===== config.mk =====
export PLATFORM = sky130hd
export DESIGN_NAME = key_debounce_mc
export DESIGN_NICKNAME = d
export VERILOG_FILES = /design/src/rtl/key_debounce_mc.sv
export SDC_FILE = /design/constraint.sdc
export NUM_CORES = 1
export LEC_CHECK = 0
export ABC_AREA = 1
export BUFFER_PORTS_ARGS = -buffer_cell sky130_fd_sc_hd__buf_2
export CAP_MARGIN = 20
export CORE_ASPECT_RATIO = 1.4
export CORE_MARGIN = 2
export CORE_UTILIZATION = 52
export CTS_CLUSTER_DIAMETER = 150
export DETAILED_ROUTE_END_ITERATION = 8
export PLACE_DENSITY = 0.68
export SLEW_MARGIN = 10
export SYNTH_ARGS = -nofsm -noshare
export SYNTH_HDL_FRONTEND = slang
export SYNTH_SLANG_ARGS = --single-unit

===== constraint.sdc =====
create_clock -name sys_clk -period 2.7 [get_ports sys_clk]
set_clock_uncertainty 0.15 [all_clocks]
set_input_delay 0.54 -clock sys_clk [delete_from_list [all_inputs] [get_ports sys_clk]]
set_output_delay 0.54 -clock sys_clk [all_outputs]
set_load 0.02 [all_outputs]

===== src/rtl/key_debounce_mc.sv =====
// rtl/key_debounce_mc.sv - multi-channel key debouncer with press/release/long-press pulses
//
// Purpose:
//   KEY_NUM independent key channels. Each raw key level is brought into the
//   sys_clk domain by a 2-flop synchroniser. It is then filtered by a
//   four-state FSM (IDLE, DB_DOWN, PRESSED, DB_UP). A level change is accepted
//   only after it has been seen stable for a full debounce window.
//
// Ports:
//   sys_clk      in   1        sole clock, rising edge
//   sys_rst_n    in   1        asynchronous active-low reset
//   key_in       in   KEY_NUM  raw asynchronous key levels
//   key_press    out  KEY_NUM  one-cycle pulse per accepted press
//   key_release  out  KEY_NUM  one-cycle pulse per accepted release
//   key_long     out  KEY_NUM  one-cycle pulse once a press has been held LONG_MAX cycles
//   key_state    out  KEY_NUM  debounced level, 1 = pressed

module key_debounce_mc #(
    parameter int KEY_NUM    = 4,
    parameter int CNT_MAX    = 999_999,
    parameter int LONG_MAX   = 49_999_999,
    parameter int ACTIVE_LOW = 1
) (
    input  logic               sys_clk,
    input  logic               sys_rst_n,
    input  logic [KEY_NUM-1:0] key_in,
    output logic [KEY_NUM-1:0] key_press,
    output logic [KEY_NUM-1:0] key_release,
    output logic [KEY_NUM-1:0] key_long,
    output logic [KEY_NUM-1:0] key_state
);

    localparam int CW = $clog2(CNT_MAX + 1);
    localparam int HW = $clog2(LONG_MAX + 1);

    localparam logic [CW-1:0] CNT_LAST  = CW'(CNT_MAX - 1);
    localparam logic [HW-1:0] HOLD_LAST = HW'(LONG_MAX - 1);
    localparam logic [HW-1:0] HOLD_SAT  = HW'(LONG_MAX);

    // Raw level of a released key; the synchroniser resets to it so a key
    // held through reset still has to earn a full debounce window.
    localparam logic INACTIVE = (ACTIVE_LOW != 0) ? 1'b1 : 1'b0;

    typedef enum logic [1:0] {
        IDLE    = 2'd0,
        DB_DOWN = 2'd1,
        PRESSED = 2'd2,
        DB_UP   = 2'd3
    } state_t;

    for (genvar i = 0; i < KEY_NUM; i++) begin : g_ch
        logic          sync1;
        logic          sync2;
        logic          r;
        state_t        state;
        logic [CW-1:0] cnt;
        logic [HW-1:0] hold;
        logic          press_q;
        logic          release_q;
        logic          long_q;
        logic          state_q;

        always_ff @(posedge sys_clk or negedge sys_rst_n) begin
            if (!sys_rst_n) begin
                sync1 <= INACTIVE;
                sync2 <= INACTIVE;
            end else begin
                sync1 <= key_in[i];
                sync2 <= sync1;
            end
        end

        // r = 1 means "pressed" regardless of the key's electrical polarity.
        assign r = (ACTIVE_LOW != 0) ? ~sync2 : sync2;

        always_ff @(posedge sys_clk or negedge sys_rst_n) begin
            if (!sys_rst_n) begin
                state     <= IDLE;
                cnt       <= '0;
                hold      <= '0;
                press_q   <= 1'b0;
                release_q <= 1'b0;
                long_q    <= 1'b0;
                state_q   <= 1'b0;
            end else begin
                press_q   <= 1'b0;
                release_q <= 1'b0;
                long_q    <= 1'b0;

                // The hold counter runs only in PRESSED and saturates at
                // LONG_MAX, so key_long can fire only once per accepted press,
                // even when DB_UP bounces back into PRESSED.
                if (state == PRESSED) begin
                    if (hold == HOLD_LAST) begin
                        long_q <= 1'b1;
                        hold   <= HOLD_SAT;
                    end else if (hold != HOLD_SAT) begin
                        hold <= hold + HW'(1);
                    end
                end

                case (state)
                    IDLE: begin
                        if (r) begin
                            state <= DB_DOWN;
                            cnt   <= '0;
                        end
                    end
                    DB_DOWN: begin
                        if (!r) begin
                            state <= IDLE;
                            cnt   <= '0;
                        end else if (cnt == CNT_LAST) begin
                            state   <= PRESSED;
                            cnt     <= '0;
                            hold    <= '0;
                            press_q <= 1'b1;
                            state_q <= 1'b1;
                        end else begin
                            cnt <= cnt + CW'(1);
                        end
                    end
                    PRESSED: begin
                        if (!r) begin
                            state <= DB_UP;
                            cnt   <= '0;
                        end
                    end
                    DB_UP: begin
                        if (r) begin
                            state <= PRESSED;
                            cnt   <= '0;
                        end else if (cnt == CNT_LAST) begin
                            state     <= IDLE;
                            cnt       <= '0;
                            hold      <= '0;
                            release_q <= 1'b1;
                            state_q   <= 1'b0;
                        end else begin
                            cnt <= cnt + CW'(1);
                        end
                    end
                    default: begin
                        state   <= IDLE;
                        cnt     <= '0;
                        hold    <= '0;
                        state_q <= 1'b0;
                    end
                endcase
            end
        end

        assign key_press[i]   = press_q;
        assign key_release[i] = release_q;
        assign key_long[i]    = long_q;
        assign key_state[i]   = state_q;
    end

endmodule


==> results of run 1 <==
==> logic make-up (layout without fill, tap and decap cells) <==
logic type | count (synthesis) | after routing | synth area share
AND/OR/NAND/NOR | 1193 | 1193 | 0.398
flip-flops | 216 | 216 | 0.391
adder cells (fa/ha/maj) | 16 | 16 | 0.0144
AO/OA/AOI/OAI | 156 | 156 | 0.0610
buffers and inverters | 327 | 369 | 0.0948
XOR/XNOR | 66 | 66 | 0.0417
==> what timing repair did <==
item | CTS | global route
hold buffers | 5 | 0
buffers inserted | 0 | 0
hold endpoints to repair | 56 | 0
==> registers in the layout, indices dropped and copies added, names as in the netlist, named ones only <==
name,cells
g_ch.hold,104
g_ch.cnt,80
g_ch.long_q,4
g_ch.press_q,4
g_ch.release_q,4
g_ch.state,4
g_ch.state_q,4
g_ch.sync1,4
g_ch.sync2,4
==> final timing paths <==
kind / start / endpoint / slack, ns / cells past startpoint
max in group asynchronous: sys_rst_n / g_ch[3].sync1 / 1.32 / 3
setup reg to reg: g_ch[1].hold[0] / g_ch[1].hold[16] / 0.51 / 10
hold / removal: g_ch[3].sync1 / g_ch[3].sync2 / 0.20 / 0
hold reg to reg: g_ch[3].sync1 / g_ch[3].sync2 / 0.20 / 0
min in group asynchronous: sys_rst_n / g_ch[2].hold[20] / 0.37 / 2
setup / recovery: g_ch[1].hold[0] / g_ch[1].hold[16] / 0.51 / 10
==> where the power goes <==
part | switching [W] | internal, W | total [W] | leakage [nW]
Sequential | 0.000263 | 0.00345 | 0.00371 | 2.90
Combinational | 0.000863 | 0.000388 | 0.00125 | 3.47
Clock | 0.00133 | 0.00212 | 0.00345 | 0.401
==> critical path, delay by kind of cell (launching register included) <==
family                     cells  cell delay (ns)
and+or+nand+nor                9             1.30
DFF                            1             0.43
adders and majority gates      1             0.25
==> metal layers <==
metal  wire length, µm  track usage
met1             13900        0.297
met2             16700        0.434
met3              1230       0.0291
met4              1170        0.102
met5                13            0
==> final cells by class <==
class,count,area [µm²]
tap,324,405
clock inverter,5,103
clock buffer,39,728
inverter,288,1080
multi-input combinational,1431,7140
sequential,216,5420
timing repair buffer,37,285
fill,2436,11000
==> cells in the final DEF, fill, tap and decap left out, types with 20 or more instances in the layout <==
cell type	count
nand2_1	419
buf_2	20
a21oi_1	39
xor2_1	49
nand4_1	74
nor2_1	321
nand3_1	189
nor3_1	78
nor2_2	32
inv_1	264
clkbuf_16	25
o21ai_0	81
dfrtp_1	208
inv_2	22
==> metrics by stage <==
step	total power (W)	area [µm²]	hold WS (ns)	utilization	worst slack, ns
floorplan	0.00463	13900	0.0944	-	0.899
global placement	0.00499	14300	0.196	0.545	0.564
detailed placement	0.00501	14300	0.197	0.545	0.517
CTS	0.00853	15200	0.205	0.579	0.506
global route	0.00887	15200	0.210	0.579	0.319
finish	0.00841	15200	0.203	0.579	0.506
==> results.yml, run 1 <==
outcome:
  status: "complete, no violations"
synthesis:
  synth-seq-area-share: 0.391
  yosys_warnings: 0
  syn_nets: 1996
  ys_seq_elements: 216
  synth_area_leaders: "dfrtp_1 38%, nand2_1 11%, nor2_1 8.7%, inv_1 7.1%, nand3_1 6.8%"
  async_flop_share: 1.00
  synth_cell_type_count: 51
  yosysTopAreaCellShare: 0.375
  syn_inst: 1974
  synthFlopType: "dfrtp_1"
  syn_avg_cell_area_um2: 7.02
  yosys-top-cells-count: "419 x nand2_1, 321 x nor2_1, 264 x inv_1"
  yosysMostFrequentCell: "nand2_1"
  syn-cell-area_um2: 13900
  synth_top_cell_by_area: "dfrtp_1"
  synth-edff-count: 0
route:
  via_per_inst: 5.38
  drc: 0
  num_vias: 12584
  wl_mm: 33.0
  drtAntennaViolNets: 0
  drt_pass1_iterations: 5
  routedWlPerCell_um: 14.1
  first_iter_violations: 756
worst_setup_path:
  path_class: "register to register"
  cp-end-kind: "register"
  critPathRequiredTime_ns: 3.02
  critPathMaxFanout: 16
  cpPeakStageDelay_ns: 0.54
  cp_slowest_cell: "nor2_2"
  start_kind: "register"
  cp_cell_sequence: "ha_1, nand3_1, nor3_1, nand2_2, nor2_4, nor2_2, nand3_1, nand2_1, nand2_1, nor2_2"
  arrival_ns: 2.52
global_routing:
  grt_max_degree: 62
  grtUsageTotal: 0.244
  gr-total-overflow: 0
  grt_pass1_vias: 12392
  antenna_found_initial: 1
  grt_pass1_wl_mm: 56.9
clock_network:
  clk_path_buf_depth: 3
  cts_tree: "done"
  root_buffer: "clkbuf_16"
  numCtsBuffers: 24
  cts.sinks: 216
  path_clk_slew_ns: 0.06
  cts_max_level: 1
  clock_latency_ns: 0.54
  ctsResizeCount: 0
timing:
  drv_slew: 0
  rsz0062_at_grt: "no"
  worst_slew_pin_slew_ns: 0.917
  max_slew_margin: 0.386
  final.setup.tns_ns: 0
  min_period_over_period: 0.813
  period_needed_ns: 2.19
  finalHoldViolations: 0
  fmax_mhz: 456
  setup_viol: 0
hold_path:
  hold_class: "register to register"
job:
  max_cap_violations: 0
final_layout:
  drive_above_1_share: 0.0923
  num_antenna_cells: 0
  nets: 2020
  area_growth_pct: 9.28
  final_cells: 2340
floorplan:
  placeableCoreArea_um2: 26200
  start_util: 0.530
  rows: 70
  dieArea_um2: 28000
  die-width_um: 142
  die_h_um: 197
  ios: 22
placement:
  dp_hpwl_mm: 24.6
  gp_congestion: 0.939
  dpl.cell_count: 2291
  portBuffers: 21
power_and_ir_drop:
  p_leak_nw: 6.77
  ir_drop_mv: 0.529
  power_density_nw_per_um2: 555
Note: power is estimated with default switching activity, not from simulation.
==> inputs of run 2 (changes only) <==
- clock period: 2.7 -> 2.04 ns (I/O delays scaled with it)
==> run 2 against run 1 <==
  * Maximum frequency increased by 15%
  * Utilization increased by 3.3 points
  * First-iteration DRC count decreased by 6.7%
  * Worst setup slack got worse by 0.38 ns
  * Die area unchanged
  * Global-route usage increased by 0.79 points
  * Critical endpoint is now g_ch[2].cnt[9]
  * Largest power group is now the clock network
==> results.yml, run 2 (synthesis results as in run 1) <==
timing:
  finalHoldViolations: 0
  setup_viol: 0
  fmax_mhz: 523
  period_needed_ns: 1.91
  min_period_over_period: 0.937
  worst_slew_pin_slew_ns: 0.930
  worst_slack_ns: 0.128
  max_slew_margin: 0.378
  drv_slew: 0
  rsz0062_at_grt: "yes"
final_layout:
  nets: 2085
  layout_common_cells: "417 x nand2_1, 312 x nor2_1, 262 x inv_1"
  final_common_cell: "nand2_1"
  top_regs: "g_ch.hold x104, g_ch.cnt x80"
  drive_above_1_share: 0.134
  area_growth_pct: 15.5
  final_util: 0.612
  num_antenna_cells: 0
  largest_register_ffs: 104
  largest_register: "g_ch.hold"
route:
  num_vias: 12924
  via_per_inst: 5.37
  routedWlPerCell_um: 14.2
  drtAntennaViolNets: 0
  drt_pass1_iterations: 5
  wl_mm: 34.1
  first_iter_violations: 705
  drc: 0
worst_setup_path:
  critPathRequiredTime_ns: 2.35
  path_class: "register to register"
  rr_worst_depth: 9
  arrival_ns: 2.22
  start_kind: "register"
  cp-end-kind: "register"
  critPathMaxFanout: 5
clock_network:
  cts.sinks: 216
  numCtsBuffers: 24
  root_buffer: "clkbuf_16"
  clk_path_buf_depth: 3
  clock_latency_ns: 0.53
  cts_max_level: 1
  cts_tree: "done"
  path_clk_slew_ns: 0.06
floorplan:
  start_util: 0.530
  die_h_um: 197
  rows: 70
  die-width_um: 142
  placeableCoreArea_um2: 26200
  dieArea_um2: 28000
  ios: 22
global_routing:
  grt_pass1_vias: 12832
  grt_max_degree: 45
  grt_pass1_wl_mm: 59.0
  gr-total-overflow: 0
  grtUsageTotal: 0.252
  antenna_found_initial: 0
power_and_ir_drop:
  finalPower_w: 0.0122
  p_leak_nw: 7.26
  ir_drop_mv: 0.751
  power_density_nw_per_um2: 764
placement:
  place_ws_ns: -0.0724
  gp_congestion: 0.947
  portBuffers: 21
  dp_hpwl_mm: 25.8
hold_path:
  hold_class: "input pin to asynchronous set/reset pin"
outcome:
  status: "complete, no violations"
job:
  max_cap_violations: 0
[run 2: layout make-up]
class | instances | area, µm²
clock inverter | 11 | 305
timing repair buffer | 101 | 803
inverter | 288 | 1090
fill | 2444 | 10200
clock buffer | 33 | 716
tap | 324 | 405
multi-input combinational | 1432 | 7280
sequential | 216 | 5420
[run 2: metal layers]
metal | vias up | track usage | share of wire
li1 | 6518 | - | -
met1 | 6080 | 0.306 | 0.41
met5 | - | 0 | 0
met2 | 257 | 0.462 | 0.52
met3 | 69 | 0.0259 | 0.037
met4 | 0 | 0.0852 | 0.026
[run 2: report_power, final]
group | total (W) | switching (W) | internal, W
clock | 0.00551 | 0.00180 | 0.00371
sequential | 0.00487 | 0.000304 | 0.00456
combinational | 0.00186 | 0.00127 | 0.000593
total | 0.0122 | 0.00337 | 0.00886
[run 2: timing repair]
| item | CTS | global route |
|---|---|---|
| endpoints found under the hold margin | 197 | 0 |
| gates resized for setup | 1 | 38 |
| hold buffers | 5 | 0 |
| pin swaps | 0 | 3 |
| setup buffers | 0 | 7 |
| cloned | 0 | 1 |
| setup endpoints to repair | 8 | 83 |
[run 2: worst paths after layout]
kind	slack, ns	start	end
worst max-delay path	0.13	g_ch[2].sync2	g_ch[2].cnt[9]
worst min-delay path	0.21	sys_rst_n	g_ch[2].hold[1]
worst max register to register	0.13	g_ch[2].sync2	g_ch[2].cnt[9]
worst min register to register	0.21	g_ch[2].sync1	g_ch[2].sync2
max in group asynchronous	0.87	sys_rst_n	g_ch[1].sync1
min in group sys_clk	0.21	g_ch[2].sync1	g_ch[2].sync2
[run 2: critical path, stage by stage, from the launching register on]
cell and delay, ns:
dfstp_2 0.57, nand2_1 0.10, inv_2 0.11, nor2_8 0.06, nor2_1 0.10, a21boi_2 0.25, inv_1 0.12, nand2_1 0.17
o21ai_0 0.12, nor2_1 0.10
[run 2: stage by stage]
stage                     instances  hold slack, ns  area, µm²  TNS (ns)
after global routing           2405           0.212      16000   -0.0512
after CTS                      2397           0.205      15800         0
after detailed placement       2348           0.170      14700    -0.155
after global placement         2348           0.173      14700   -0.0175
after floorplan                1974         -0.0376      13900         0
final                          2405           0.208      16000         0
